[src/rtl/rv_core_pkg.sv]
// Shared definitions for the RV32I core: default widths, the reset PC, the bubble
// encoding, and the fetch-stage state encoding.
package rv_core_pkg;

    localparam int          XLEN_DEF      = 32;
    localparam logic [31:0] NOP_INSTR_DEF = 32'h0000_0013;
    localparam logic [31:0] RESET_PC_DEF  = 32'h0000_0000;

    typedef enum logic [1:0] {
        BOOT = 2'd0,
        RUN  = 2'd1,
        HOLD = 2'd2
    } fetch_state_e;

endpackage

[src/rtl/fetch_skid_buf.sv]
// Single-entry {pc, instr} holding register that catches the in-flight fetch
// while the stage is stalled. Clear takes priority over drain, and drain over load.
module fetch_skid_buf
    import rv_core_pkg::*;
#(
    parameter int XLEN = XLEN_DEF
) (
    input  logic            clk,
    input  logic            rst_n,
    input  logic            load,
    input  logic            drain,
    input  logic            clr,
    input  logic [XLEN-1:0] load_pc,
    input  logic [31:0]     load_instr,
    output logic [XLEN-1:0] pc,
    output logic [31:0]     instr,
    output logic            full
);

    logic [XLEN-1:0] pc_q;
    logic [31:0]     instr_q;
    logic            full_q;

    always_ff @(posedge clk) begin
        if (!rst_n) begin
            full_q <= 1'b0;
        end else if (clr || drain) begin
            full_q <= 1'b0;
        end else if (load) begin
            full_q <= 1'b1;
        end
    end

    // Payload is meaningless while full_q is low, so it carries no reset.
    always_ff @(posedge clk) begin
        if (load) begin
            pc_q    <= load_pc;
            instr_q <= load_instr;
        end
    end

    assign pc    = pc_q;
    assign instr = instr_q;
    assign full  = full_q;

endmodule

[src/rtl/fetch_ifid_stage.sv]
// Instruction fetch plus the IF/ID register, with a one-entry skid for stalls.
// Optional FETCH_PERF_CNT_EN adds saturating stall_cnt / flush_cnt outputs.
module fetch_ifid_stage
    import rv_core_pkg::*;
#(
    parameter int              XLEN      = XLEN_DEF,
    parameter logic [XLEN-1:0] RESET_PC  = XLEN'(RESET_PC_DEF),
    parameter logic [31:0]     NOP_INSTR = NOP_INSTR_DEF
) (
    input  logic            clk,
    input  logic            rst_n,
    input  logic            ena_fetch,
    input  logic            ena_ifid,
    input  logic            ena_jmp_pc,
    input  logic [XLEN-1:0] jmp_pc_ID,
    output logic [XLEN-1:0] imem_addr,
    input  logic [31:0]     imem_rdata,
    output logic [XLEN-1:0] pc_IF,
    output logic [31:0]     instr_IF,
`ifdef FETCH_PERF_CNT_EN
    output logic [31:0]     stall_cnt,
    output logic [31:0]     flush_cnt,
`endif
    output logic            valid_IF
);

    localparam logic [XLEN-1:0] PC_STEP = XLEN'(4);

    fetch_state_e    state_q;
    logic [XLEN-1:0] pc_q;
    logic [XLEN-1:0] req_pc_q;
    logic            req_live_q;

    logic            stall;
    logic            redirect;
    logic            skid_load;
    logic            skid_drain;
    logic [XLEN-1:0] skid_pc;
    logic [31:0]     skid_instr;
    logic            skid_full;

    assign stall      = !(ena_fetch && ena_ifid);
    assign redirect   = ena_jmp_pc && !stall;
    assign skid_load  = (state_q == RUN) && stall && req_live_q;
    assign skid_drain = (state_q == HOLD) && !stall && !redirect;
    assign imem_addr  = pc_q;

    fetch_skid_buf #(.XLEN(XLEN)) u_skid (
        .clk        (clk),
        .rst_n      (rst_n),
        .load       (skid_load),
        .drain      (skid_drain),
        .clr        (redirect),
        .load_pc    (req_pc_q),
        .load_instr (imem_rdata),
        .pc         (skid_pc),
        .instr      (skid_instr),
        .full       (skid_full)
    );

    always_ff @(posedge clk) begin
        if (!rst_n) begin
            state_q    <= BOOT;
            pc_q       <= RESET_PC;
            req_pc_q   <= RESET_PC;
            req_live_q <= 1'b0;
            pc_IF      <= '0;
            instr_IF   <= NOP_INSTR;
            valid_IF   <= 1'b0;
        end else if (!stall) begin
            if (redirect) begin
                // Response to the current pc_q is stale; kill it and start at the target.
                pc_q       <= {jmp_pc_ID[XLEN-1:2], 2'b00};
                req_live_q <= 1'b0;
                instr_IF   <= NOP_INSTR;
                valid_IF   <= 1'b0;
                state_q    <= RUN;
            end else begin
                pc_q       <= pc_q + PC_STEP;
                req_pc_q   <= pc_q;
                req_live_q <= 1'b1;
                state_q    <= RUN;
                unique case (state_q)
                    BOOT: begin
                        instr_IF <= NOP_INSTR;
                        valid_IF <= 1'b0;
                    end
                    RUN: begin
                        pc_IF    <= req_pc_q;
                        instr_IF <= req_live_q ? imem_rdata : NOP_INSTR;
                        valid_IF <= req_live_q;
                    end
                    HOLD: begin
                        // Skid entry goes first; pc_q (held all stall) is re-issued now.
                        pc_IF    <= skid_pc;
                        instr_IF <= skid_instr;
                        valid_IF <= skid_full;
                    end
                    default: begin
                        instr_IF <= NOP_INSTR;
                        valid_IF <= 1'b0;
                    end
                endcase
            end
        end else if (state_q == RUN && req_live_q) begin
            state_q <= HOLD;
        end
    end

`ifdef FETCH_PERF_CNT_EN
    function automatic logic [31:0] sat_inc(input logic [31:0] v);
        return (v == '1) ? v : v + 32'd1;
    endfunction

    always_ff @(posedge clk) begin
        if (!rst_n) begin
            stall_cnt <= '0;
            flush_cnt <= '0;
        end else begin
            if (stall)    stall_cnt <= sat_inc(stall_cnt);
            if (redirect) flush_cnt <= sat_inc(flush_cnt);
        end
    end
`endif

endmodule

[config.mk]
export PLATFORM = sky130hd
export DESIGN_NAME = fetch_ifid_stage
export DESIGN_NICKNAME = d
export VERILOG_FILES = /design/src/rtl/rv_core_pkg.sv /design/src/rtl/fetch_skid_buf.sv /design/src/rtl/fetch_ifid_stage.sv
export SDC_FILE = /design/constraint.sdc
export NUM_CORES = 1
export LEC_CHECK = 0
export ABC_CLOCK_PERIOD_IN_PS = 5420
export BUFFER_PORTS_ARGS = -buffer_cell sky130_fd_sc_hd__buf_4
export CORE_ASPECT_RATIO = 0.75
export CORE_MARGIN = 5
export CORE_UTILIZATION = 50
export CTS_CLUSTER_DIAMETER = 120
export DETAILED_ROUTE_END_ITERATION = 6
export HOLD_SLACK_MARGIN = 0.1
export PLACE_DENSITY = 0.81
export SYNTH_ARGS = -nofsm -noshare
export SYNTH_HDL_FRONTEND = slang
export SYNTH_SLANG_ARGS = --single-unit
[constraint.sdc]
create_clock -name clk -period 5.42 [get_ports clk]
set_input_delay 0.542 -clock clk [delete_from_list [all_inputs] [get_ports clk]]
set_output_delay 0.542 -clock clk [all_outputs]
set_load 0.005 [all_outputs]
# Word-level counts from Yosys, hierarchy flattened

Cells that the tools add are included.

Logic and storage cells: 42
Output and inout port bits: 97
Register bits after elaboration: 197

Eq/ne operators: 2
Reductions and logical operators: 16
Multiplexer cells: 10
Bitwise logic cells: 2
Add/sub/neg operators: 1

Operators by type and width:

| cell                                                                   | number |
|---|---|
| 32-bit case mux with 2 select lines                                    | 2 |
| 32-bit 2-to-1 mux                                                      | 3 |
| 32-bit by 3-bit adder with 32-bit output (second input constant)       | 1 |
| 1-bit logical AND                                                      | 7 |
| 1-bit 2-to-1 mux                                                       | 4 |
| 2-bit nonzero test                                                     | 2 |
| 2-bit OR reduction                                                     | 2 |
| 3-bit AND reduction                                                    | 1 |
| 2-bit by 1-bit equality test with 1-bit output (second input constant) | 1 |
| 2-bit equality test (second input constant)                            | 1 |
| 1-bit logical NOT                                                      | 2 |
| 1-bit NOT                                                              | 2 |
| 1-bit case mux with 2 select lines                                     | 1 |
| 2-bit AND reduction                                                    | 1 |
| 1-bit logical OR                                                       | 1 |

# Depth between registers and ports, before layout

Gate-level depths: netlist of run 1.

Depth after elaboration: 6
Depth in mapped cells: 7
Depth with buffers taken out: 6

# Hierarchy

Synthesis of run 1 repeated with hierarchy kept, for this count alone.

Cells, all modules: 787
Area total of the unflattened synthesis: 7,785.0 um^2

By module, submodules not included:

| module           | cells each | area each (um^2) | instances |
|---|---|---|---|
| fetch_ifid_stage | 720        | 5,824.3          | 1 |
| fetch_skid_buf   | 67         | 1,960.6          | 1 |

# Worst setup path before layout of run 1

Ideal clock, no wire load.

Path type: input to register
Start: in ena_fetch
End: reg u_skid.instr_q[0] (netlist: u_skid.instr[0]), enable pin
Stages: 4
Setup slack: 1,267 ps
Buffers on the path: 2
Arrival time: 3,669 ps
Cell sequence: and2_1 > clkbuf_1 > clkbuf_1 > nor2_1

Word-level cells in the longest chain between the ends: 4

RTL lines:

| element                        | line                   | text |
|---|---|---|
| from (decl)                    | fetch_ifid_stage.sv:12 | `input logic ena_fetch,` |
| 1-bit logical AND              | fetch_ifid_stage.sv:42 | `assign stall = !(ena_fetch && ena_ifid);` |
| 1-bit logical NOT              | fetch_ifid_stage.sv:42 |  |
| 1-bit logical AND (2 in a row) | fetch_ifid_stage.sv:44 | `assign skid_load = (state_q == RUN) && stall && req_live_q;` |
| net skid_load                  | fetch_ifid_stage.sv:36 | `logic skid_load;` |
| to (signal assigned)           | fetch_skid_buf.sv:38   | `instr_q <= load_instr;` |
| to (decl)                      | fetch_skid_buf.sv:21   | `logic [31:0] instr_q;` |

The timed path passes the listed nets, and every way through them passes these cells.
A chain may end at the register's enable or synchronous reset.

# Worst setup path after layout of run 1

Start: in ena_jmp_pc
End: reg pc_q[17] (netlist: imem_addr[17])

Word-level cells in the longest chain between the ends: 2

RTL lines:

| element              | line                   | text |
|---|---|---|
| from (decl)          | fetch_ifid_stage.sv:14 | `input logic ena_jmp_pc,` |
| 1-bit logical AND    | fetch_ifid_stage.sv:43 | `assign redirect = ena_jmp_pc && !stall;` |
| 32-bit 2-to-1 mux    | fetch_ifid_stage.sv:71 | `if (redirect) begin` |
| to (signal assigned) | fetch_ifid_stage.sv:73 | `pc_q <= {jmp_pc_ID[XLEN-1:2], 2'b00};` |
| to (signal assigned) | fetch_ifid_stage.sv:79 | `pc_q <= pc_q + PC_STEP;` |
| to (decl)            | fetch_ifid_stage.sv:30 | `logic [XLEN-1:0] pc_q;` |

Every way passes these cells.

==> flow_summary.json, run 1 <==
{
  "outcome": "complete, no violations",
  "cts-hold-fix-buffers": 0,
  "holdWs_ns": 0.293,
  "maxCapViolations": 0,
  "finalClockSkew_ns": 0.0103,
  "dieArea_um2": 18100,
  "ctsResizeCount": 0,
  "io_buffers": 159,
  "critPathLaunchType": "input pin",
  "die_h_um": 118,
  "clk_latency_ns": 0.43,
  "fin_crit_ns": 2.86,
  "hold_path_class": "in2reg",
  "regArea_um2": 4400,
  "async_flop_share_pct": 0,
  "clkSinkCount": 189,
  "area_delta_synth_final_pct": 24.2,
  "finalSetupTns_ns": 0,
  "ys_top_cells_by_area": "dfxtp_1 33%, edfxtp_1 24%, nand2_1 6.4%, mux2i_1 4.5%, a21oi_1 3.2%",
  "track_usage_pct": 22.1,
  "grt_pass1_vias": 6042,
  "fmax_mhz": 350,
  "final_cell_count_no_fill": 1122,
  "final_nets": 976,
  "power.leakage_nw": 3.36,
  "grt-busiest-layer": "met1",
  "gr-total-overflow": 0,
  "finalHoldViolations": 0,
  "clockBufferDepth": 2,
  "grt_pass1_wl_um": 32600,
  "initial_core_util_pct": 50.9,
  "drtIter0Drc": 610,
  "crit_type": "in2reg",
  "core_um2": 15200,
  "met1_usage_pct": 33.0,
  "num_vias": 6532,
  "drv_slew": 0,
  "row_count": 39,
  "setup_viol": 0,
  "endpoint_kind": "flip-flop",
  "synth_edf_count": 62,
  "avgSynthCellArea_um2": 9.92,
  "synth_seq_cells": 189,
  "max_slew_margin_pct": 22.7,
  "rsz0062_at_grt": "no",
  "synth_cells": 781,
  "cts_setup_buffers": 0,
  "synth_cell_type_count": 54,
  "synth_top_area_cell": "dfxtp_1",
  "grt_max_degree": 65,
  "crit_start": "ena_jmp_pc",
  "cts_made_buffers": 17,
  "finalCritPeriodShare_pct": 52.7,
  "dominantRegCellSynth": "dfxtp_1",
  "h-tree-depth": 4,
  "pin_count": 166,
  "gp_congestion": 0.846,
  "required_ns": 5.77,
  "grt_use_met2_pct": 31.8,
  "worstHoldStart": "imem_rdata[15]",
  "p_per_area_nw_per_um2": 311,
  "post-place-cells": 1090,
  "routed_wl_um": 20600,
  "fillCellCount": 1272,
  "drive_gt1_share_pct": 23.6,
  "ys_warn_count": 0,
  "reg2reg_slack_ns": 2.86,
  "vdd_drop_max_uv": 211,
  "cts_tree": "built",
  "cp_max_fo": 50,
  "cts_root_buffer": "clkbuf_16",
  "die_w_um": 154,
  "avgViaCountPerCell": 5.82,
  "timing.rr.start": "imem_addr[2]$_SDFFE_PN0P_",
  "drtPass1Iterations": 5,
  "wl_per_cell_um": 18.3,
  "ys_seq_area_share_pct": 56.9,
  "hpwl_um": 13400,
  "drc": 0,
  "synth.top_cell.area_share_pct": 32.8,
  "antenna_left": 0,
  "multi_input_area_um2": 3090,
  "syn-cell-area_um2": 7750,
  "grt_util_met3_pct": 5.62,
  "num_antenna_cells": 0,
  "tightest_slew_ns": 1.16,
  "clkTransAtPathRegs_ns": 0.07,
  "crit_arrival_ns": 3.21,
  "antenna_found_initial": 0
}
-- sequential cells by signal, indices dropped and copies added (netlist names) --
signal,flops
req_live_q,1
valid_IF,1
u_skid.instr,32
imem_addr,30
u_skid.full,1
req_pc_q,30
u_skid.pc,30
pc_IF,30
instr_IF,32
state_q,2
-- placed cells by master, fill, tap and decap left out, types with 3 or more instances in the layout --
cell type	netlist	layout
nor4b_1	3	3
inv_1	6	6
a41oi_1	7	7
conb_1	1	4
edfxtp_1	62	62
nand2_1	132	132
nor2_1	53	50
or3_1	8	8
nor2b_1	4	4
nand2b_1	5	5
nand3_2	3	3
a22o_1	4	4
a211oi_1	31	31
dfxtp_1	127	127
and2_1	3	3
o21ai_0	45	45
o31a_1	3	3
nand3_1	15	15
nand4_1	8	8
a31oi_1	12	12
o211ai_1	5	5
and3_1	7	7
nor4_1	6	6
a22oi_1	31	31
o22a_1	3	3
or4_1	8	8
inv_8	0	3
a21oi_1	50	50
nand3b_1	4	4
clkbuf_16	0	17
a31o_2	3	3
buf_4	4	166
clkinvlp_4	0	3
mux2i_1	35	35
inv_6	0	4
-- power breakdown --
part	internal, W	switching, W	total, W
registers	0.00149	0.0000383	0.00152
logic	0.0000924	0.000105	0.000197
clock network	0.000696	0.000573	0.00127
-- critical path, cell delays in order --
cell and delay [ns]:
buf_4 0.25, nand3b_1 0.75, buf_4 0.48, or4_1 0.61, or3_1 0.36, a31oi_1 0.18
-- stage by stage --
stage	setup slack (ns)	total power (W)	area [um^2]	utilization [%]
after floorplan	1.27	0.00164	7760	-
after global placement	2.26	0.00175	9020	59.3
after detailed placement	2.14	0.00175	9020	59.3
after CTS	2.60	0.00301	9620	63.2
after global routing	2.43	0.00309	9620	63.2
final	2.56	0.00299	9620	63.2
-- cells in the mapped netlist, types with 7 or more instances --
master      n
nand2_1   132
dfxtp_1   127
edfxtp_1   62
nor2_1     53
a21oi_1    50
clkbuf_1   49
o21ai_0    45
mux2i_1    35
a211oi_1   31
a22oi_1    31
nand3_1    15
a31oi_1    12
nand4_1     8
or3_1       8
or4_1       8
a41oi_1     7
and3_1      7
-- layer usage --
metal	wire length (um)	vias up
met3	1650	33
met1	9400	3116
met4	357	0
li1	-	3114
met5	0	-
met2	9180	269
-- kinds of logic after synthesis --
group | share of synthesized area (%)
and+or+nand+nor | 16.0
AOI/OAI and AO/OA | 18.0
muxes | 4.81
other | 0.0484
buffers and inverters | 3.78
adders and majority gates | 0.485
DFF | 56.9
-- area by class of cell --
type	instances	area share (%)
clock buffer	17	4.42
clock inverter	15	1.81
inverter	7	0.273
multi-input combinational	523	32.1
sequential	189	45.8
tap	205	2.67
timing repair buffer	166	13.0
-- path summary, 6_finish.rpt --
path | end | depth (start not counted)
worst min register to register | instr_IF[27]$_SDFFE_PN0P_ | 2
worst max register to register | imem_addr[18]$_SDFFE_PN0P_ | 5
worst max-delay path | imem_addr[17]$_SDFFE_PN0P_ | 6
worst min-delay path | u_skid.instr[15]$_DFFE_PP_ | 1
(Power assumes the default switching activity.)
==> inputs of run 2 (changes only) <==
--- a/config.mk
+++ b/config.mk
@@ -5,15 +5,16 @@
 export SDC_FILE = /design/constraint.sdc
 export NUM_CORES = 1
 export LEC_CHECK = 0
-export ABC_CLOCK_PERIOD_IN_PS = 5420
+export ABC_AREA = 1
+export ABC_CLOCK_PERIOD_IN_PS = 2300
 export BUFFER_PORTS_ARGS = -buffer_cell sky130_fd_sc_hd__buf_4
 export CORE_ASPECT_RATIO = 0.75
 export CORE_MARGIN = 5
-export CORE_UTILIZATION = 50
+export CORE_UTILIZATION = 49
 export CTS_CLUSTER_DIAMETER = 120
 export DETAILED_ROUTE_END_ITERATION = 6
 export HOLD_SLACK_MARGIN = 0.1
-export PLACE_DENSITY = 0.81
+export PLACE_DENSITY = 0.83
 export SYNTH_ARGS = -nofsm -noshare
 export SYNTH_HDL_FRONTEND = slang
 export SYNTH_SLANG_ARGS = --single-unit
==> constraint.sdc (replaced) <==
create_clock -name clk -period 2.3 [get_ports clk]
set_input_delay 0.23 -clock clk [delete_from_list [all_inputs] [get_ports clk]]
set_output_delay 0.23 -clock clk [all_outputs]
set_load 0.005 [all_outputs]
==> run 2 against run 1 <==
Sequential power is 130% higher. Count of clock-buffer cells in the layout stayed put. Die area is 3.2% higher. Highest routed layer unchanged. Global-route usage is 0.19 points lower. Combinational power grew to 2.6 times the previous value. Non-clock buffer count is 47 higher. Synthesized cell count is 8.3% higher. Register-to-register slack worse by 2.3 ns. Wire length is 2.1% higher. Total power is 140% higher. Worst setup slack worse by 2.0 ns. Critical endpoint is now imem_addr[30]$_SDFFE_PN0P_. Flip-flop and latch count stayed put.
==> flow_summary.json, run 2 <==
{
  "outcome": "complete, no violations",
  "synth_top_area_cell": "dfxtp_1",
  "slowest_delay_ns": 0.41,
  "cts_setup_buffers": 0,
  "required_ns": 2.63,
  "reg2reg_slack_ns": 0.57,
  "final_nets": 1095,
  "post-place-cells": 1176,
  "track_usage_pct": 21.9,
  "avgViaCountPerCell": 5.53,
  "layout.cells.most_common": "buf_4",
  "post-route-cell-area_um2": 10200,
  "avgSynthCellArea_um2": 9.28,
  "tightest_slew_ns": 0.714,
  "io_buffers": 159,
  "die_w_um": 156,
  "final_cell_count_no_fill": 1246,
  "timing.rr.start": "imem_addr[2]$_SDFFE_PN0P_",
  "cp_max_fo": 5,
  "synth_edf_count": 62,
  "synth_seq_cells": 189,
  "endpoint_kind": "flip-flop",
  "fillCellCount": 1214,
  "r2r-end": "imem_addr[30]$_SDFFE_PN0P_",
  "wl_met1_um": 9410,
  "synth.top_cell.area_share_pct": 32.4,
  "clockBufferDepth": 2,
  "maxCapViolations": 0,
  "setup_viol": 0,
  "p_per_area_nw_per_um2": 695,
  "clk_latency_ns": 0.43,
  "num_vias": 6892,
  "ys_top_cells_by_area": "dfxtp_1 32%, edfxtp_1 24%, nand2_1 7.8%, a32o_1 3.7%, nor2_1 3.3%",
  "num_antenna_cells": 0,
  "finalClockSkew_ns": 0.0119,
  "finalCritPeriodShare_pct": 75.1,
  "regArea_um2": 4400,
  "setup_ws_ns": 0.572,
  "die_h_um": 120,
  "antenna_left": 0,
  "dieArea_um2": 18700,
  "top_layer": "met4",
  "synth_cell_type_count": 39,
  "rsz0062_at_grt": "no",
  "place_ws_ns": 0.465,
  "clkTransAtPathRegs_ns": 0.08,
  "ys_seq_area_share_pct": 56.1,
  "layout_common_cells": "175 x buf_4, 163 x nand2_1, 127 x dfxtp_1, 66 x nor2_1, 63 x inv_1",
  "finalHoldViolations": 0,
  "drive_gt1_share_pct": 23.0,
  "reg2reg_depth": 10,
  "grt_max_degree": 65,
  "synth_common_cells": "163 x nand2_1, 127 x dfxtp_1, 68 x nor2_1",
  "power.total_w": 0.00705,
  "synth_cells": 846,
  "grt_pass1_wl_um": 33100,
  "cts_made_buffers": 17,
  "hpwl_um": 14000,
  "drtPass1Iterations": 5,
  "crit_type": "reg2reg",
  "vdd_drop_max_uv": 440,
  "power.leakage_nw": 4.10,
  "pin_count": 166,
  "critPathLaunchType": "flip-flop",
  "crit_arrival_ns": 2.06,
  "row_count": 40,
  "finalSetupTns_ns": 0,
  "max_slew_margin_pct": 52.4,
  "hold_path_class": "in2reg",
  "clkSinkCount": 189,
  "gr-total-overflow": 0,
  "dr_wl_met3_um": 2030,
  "routed_wl_um": 21000,
  "multi_input_area_um2": 2930,
  "cts_root_buffer": "clkbuf_16",
  "fmax_mhz": 579,
  "dpl-instance-area_um2": 9170,
  "syn-cell-area_um2": 7850,
  "cts_tree": "built",
  "h-tree-depth": 4,
  "cp_common_cell": "nand2_1",
  "drv_slew": 0,
  "core_um2": 15900,
  "antenna_found_initial": 0,
  "dominantRegCellSynth": "dfxtp_1",
  "async_flop_share_pct": 0,
  "initial_core_util_pct": 49.5,
  "ys_warn_count": 0,
  "drtIter0Drc": 624,
  "fin_crit_ns": 1.73,
  "area_delta_synth_final_pct": 29.3,
  "drc": 0,
  "gp_congestion": 0.859,
  "synth.most_common_cell": "nand2_1",
  "whs_endpoint": "imem_addr[23]$_SDFFE_PN0P_",
  "worstHoldStart": "jmp_pc_ID[23]",
  "met2_length_um": 9280,
  "wl_per_cell_um": 16.9,
  "hold_depth": 5,
  "path_cells": "ha_1, nand2_1, nor2_2, nand3_2, nor2_4, nand3_1, nand2_1, nand3_1, nand2_1, inv_1",
  "slowest_stage": "dfxtp_1",
  "grt_pass1_vias": 6487
}
[run 2: cell types whose count changed after synthesis, moves of 12 or more]
cell | before | now
a22o_1 | 4 | 29
nand2_1 | 132 | 163
clkbuf_1 | 49 | 26
mux2i_1 | 35 | 0
a31oi_1 | 12 | 38
inv_1 | 6 | 63
nor2_1 | 53 | 68
a211oi_1 | 31 | 9
a21oi_1 | 50 | 20
buf_2 | 6 | 18
a32o_1 | 0 | 29
nand3_1 | 15 | 43
[run 2: stage by stage]
stage | utilization, % | hold WS [ns]
floorplan | - | 0.329
global placement | 57.8 | 0.417
detailed placement | 57.8 | 0.421
CTS | 64.0 | 0.106
global route | 64.0 | 0.123
finish | 64.0 | 0.121
[run 2: power by group]
part | switching (W) | internal (W)
Combinational | 0.000273 | 0.000238
Clock | 0.00133 | 0.00164
Sequential | 0.0000638 | 0.00351
Total | 0.00166 | 0.00539
[run 2: cells by family (layout without fill, tap and decap cells)]
logic type,count (synthesis),after routing,synth area share [%]
and+or+nand+nor,322,322,18.2
AOI/OAI and AO/OA,204,204,18.1
DFF,189,189,56.1
buffers and inverters,126,313,6.96
adders and majority gates,3,3,0.478
other,1,4,0.0478
xor gates and xnor gates,1,1,0.112
[run 2: per-layer routing]
layer	vias to the layer above	GRT usage (%)
met3	25	5.41
met4	0	6.18
li1	3331	-
met1	3195	31.2
met5	-	0
met2	341	33.2
[run 2: what timing repair did]
action | 4_1_cts | 5_1_grt
hold buffers | 38 | 0
endpoints found under the hold margin | 38 | 0
gates resized for setup | 0 | 0
[run 2: how the worst max path moves through the flow]
stage | startpoint | endpoint | slack [ns] | depth (start not counted)
6_report | imem_addr[2]$_SDFFE_PN0P_ | imem_addr[30]$_SDFFE_PN0P_ | 0.57 | 10
5_1_grt | imem_addr[2]$_SDFFE_PN0P_ | imem_addr[26]$_SDFFE_PN0P_ | 0.37 | 10
4_1_cts | imem_addr[2]$_SDFFE_PN0P_ | imem_addr[30]$_SDFFE_PN0P_ | 0.58 | 10
3_5_place_dp | ena_fetch | instr_IF[0]$_SDFFE_PN1P_ | 0.47 | 8
3_3_place_gp | ena_fetch | instr_IF[4]$_SDFFE_PN1P_ | 0.54 | 8
2_1_floorplan | state_q[1]$_SDFFE_PP0P_ | u_skid.instr[0]$_DFFE_PP_ | 0.12 | 5
[run 2: cell type report]
cell class,instances,area share (%)
inverter,68,2.54
tap,210,2.59
clock inverter,15,1.75
timing repair buffer,213,16.7
clock buffer,17,4.19
sequential,189,43.4
multi-input combinational,534,28.9
[run 2: critical path, delay by kind of cell, from the launching register on]
family / cells / cell delay (ns)
adder cells (fa/ha/maj): 1 / 0.22
buffers and inverters: 1 / 0.03
flip-flops: 1 / 0.41
AND/OR/NAND/NOR: 8 / 0.96
==> inputs of run 3 (changes only) <==
--- a/config.mk
+++ b/config.mk
@@ -5,16 +5,16 @@
 export SDC_FILE = /design/constraint.sdc
 export NUM_CORES = 1
 export LEC_CHECK = 0
-export ABC_AREA = 1
-export ABC_CLOCK_PERIOD_IN_PS = 2300
+export ABC_AREA = 0
+export ABC_CLOCK_PERIOD_IN_PS = 1600
 export BUFFER_PORTS_ARGS = -buffer_cell sky130_fd_sc_hd__buf_4
 export CORE_ASPECT_RATIO = 0.75
 export CORE_MARGIN = 5
-export CORE_UTILIZATION = 49
+export CORE_UTILIZATION = 50
 export CTS_CLUSTER_DIAMETER = 120
 export DETAILED_ROUTE_END_ITERATION = 6
 export HOLD_SLACK_MARGIN = 0.1
-export PLACE_DENSITY = 0.83
+export PLACE_DENSITY = 0.81
 export SYNTH_ARGS = -nofsm -noshare
 export SYNTH_HDL_FRONTEND = slang
 export SYNTH_SLANG_ARGS = --single-unit
==> constraint.sdc (replaced) <==
create_clock -name clk -period 1.6 [get_ports clk]
set_input_delay 0.16 -clock clk [delete_from_list [all_inputs] [get_ports clk]]
set_output_delay 0.16 -clock clk [all_outputs]
set_load 0.005 [all_outputs]
==> run 3 against run 2 <==
The run now ends with setup timing left. Critical path depth decreased by 6. Final cell count increased by 2.2%. Register-to-register slack got worse by 0.81 ns. Combinational power increased by 100%. Wire length increased by 15%. Non-clock buffer count increased by 104. Die area decreased by 3.1%. Clock power increased by 35%. Maximum frequency decreased by 5.8%. Global-route usage increased by 3.3 points. Critical endpoint is now imem_addr[25]$_SDFFE_PN0P_.
==> flow_summary.json, run 3 (synthesis results as in run 1) <==
{
  "h-tree-depth": 4,
  "grt_pass1_vias": 7143,
  "p_comb_share_pct": 10.1,
  "drc": 0,
  "io_buffers": 159,
  "area_delta_synth_final_pct": 46.0,
  "core_um2": 15200,
  "holdWs_ns": 0.102,
  "crit_start": "imem_addr[12]$_SDFFE_PN0P_",
  "power.total_w": 0.0101,
  "row_count": 39,
  "dpl-instance-area_um2": 9970,
  "fmax_mhz": 545,
  "reg2reg_slack_ns": -0.24,
  "p_int_w": 0.00759,
  "critPathLaunchType": "flip-flop",
  "wl_per_cell_um": 18.9,
  "drtIter0Drc": 645,
  "die_h_um": 118,
  "finalSetupTns_ns": -1.54,
  "cp_max_fo": 4,
  "drtPass1Iterations": 6,
  "final_nets": 1127,
  "num_vias": 7353,
  "layout_common_cells": "249 x buf_4, 131 x nand2_1, 104 x dfxtp_1, 62 x edfxtp_1, 50 x a21oi_1",
  "p_sw_share_pct": 25.1,
  "cts_tree": "built",
  "rsz0062_at_grt": "yes",
  "post-route-cell-area_um2": 11300,
  "routed_wl_um": 24100,
  "clkTransAtPathRegs_ns": 0.07,
  "gp_congestion": 0.983,
  "slowest_delay_ns": 0.50,
  "grt_pass1_wl_um": 37300,
  "clk_latency_ns": 0.44,
  "hpwl_um": 15400,
  "antenna_left": 0,
  "grt_max_degree": 90,
  "drv_slew": 0,
  "dieArea_um2": 18100,
  "num_antenna_cells": 0,
  "cts_made_buffers": 17,
  "antenna_found_initial": 0,
  "clkSinkCount": 189,
  "clockBufferDepth": 2,
  "required_ns": 1.96,
  "initial_core_util_pct": 50.9,
  "slowest_stage": "or4_4",
  "setup_viol": 17,
  "path_cells": "nand4_1, or3_4, or4_4, a41oi_2",
  "track_usage_pct": 25.2,
  "vdd_drop_max_uv": 774,
  "gr-total-overflow": 0,
  "die_w_um": 154,
  "layout.cells.most_common": "buf_4",
  "crit_arrival_ns": 2.19,
  "p_sw_w": 0.00255,
  "hold_path_class": "in2reg",
  "outcome": "complete, but fails checks",
  "drive_gt1_share_pct": 34.4,
  "maxCapViolations": 0,
  "p_seq_share_pct": 50.4,
  "crit_type": "reg2reg",
  "multi_input_area_um2": 3330,
  "power_frac_clock_pct": 39.5,
  "finalClockSkew_ns": 0.0146,
  "power.leakage_nw": 4.26,
  "avgViaCountPerCell": 5.78,
  "setup_ws_ns": -0.235,
  "pin_count": 166,
  "violations": "setup timing",
  "finalHoldViolations": 0,
  "fillCellCount": 987,
  "regArea_um2": 4470,
  "cts_root_buffer": "clkbuf_16",
  "timing.rr.start": "imem_addr[12]$_SDFFE_PN0P_",
  "endpoint_kind": "flip-flop",
  "p_per_area_nw_per_um2": 896,
  "worstHoldStart": "jmp_pc_ID[15]",
  "fin_crit_ns": 1.84,
  "finalCritPeriodShare_pct": 115
}
==> run 3: cell types whose count changed in the layout (fill, tap and decap cells not counted), moves of 26 or more <==
cell     before  now
mux2i_1       0   35
inv_1        63    5
a21oi_1      20   50
a31oi_1      38   12
buf_4       175  249
nand2_1     163  131
nand3_1      43   15
a32o_1       29    0
==> run 3: layout make-up <==
cell class	instances	area share (%)
clock inverters	15	1.13
flip-flops and latches	189	39.5
multi-input cells	523	29.4
inverters	7	0.232
repair buffers	317	23.7
clock buffers	17	3.76
well taps	205	2.27
==> run 3: final timing paths <==
check	end	cells past startpoint
setup / recovery	imem_addr[25]$_SDFFE_PN0P_	4
hold / removal	imem_addr[15]$_SDFFE_PN0P_	4
setup reg to reg	imem_addr[25]$_SDFFE_PN0P_	4
hold reg to reg	valid_IF$_SDFFE_PN0P_	2
==> run 3: critical path: cells and delay by family, from the launching register on <==
kind | cells | cell delay [ns]
flip-flops | 1 | 0.37
AO/OA/AOI/OAI | 1 | 0.19
AND/OR/NAND/NOR | 3 | 1.20
==> run 3: per-stage QoR <==
stage | worst slack, ns | util, % | std cells
after floorplan | -0.341 | - | 784
after global placement | -0.160 | 65.5 | 1179
after detailed placement | -0.180 | 65.5 | 1179
after CTS | -0.165 | 73.0 | 1264
after global routing | -0.253 | 74.3 | 1273
final | -0.235 | 74.3 | 1273
==> run 3: per-layer routing <==
metal / track usage [%] / up-vias / routed length [um]
li1: - / 3407 / -
met1: 33.3 / 3548 / 9800
met2: 40.5 / 348 / 11700
met3: 6.76 / 50 / 1990
met4: 8.38 / 0 / 528
met5: 0 / - / 0
==> run 3: power groups by stage <==
stage          clock (W)  combinational, W  sequential [W]
5_1_grt          0.00423           0.00109         0.00512
6_report         0.00401           0.00102         0.00511
2_1_floorplan          0          0.000375         0.00523
3_5_place_dp           0          0.000868         0.00523
3_3_place_gp           0          0.000854         0.00522
4_1_cts          0.00402          0.000979         0.00511
==> run 3: repair_timing <==
item	4_1_cts	5_1_grt
hold endpoints to repair	76	0
gates resized for setup	15	26
pin swaps	12	18
endpoints found under the setup margin	17	22
setup buffers	6	8
hold buffers	47	0
gates cloned	0	1
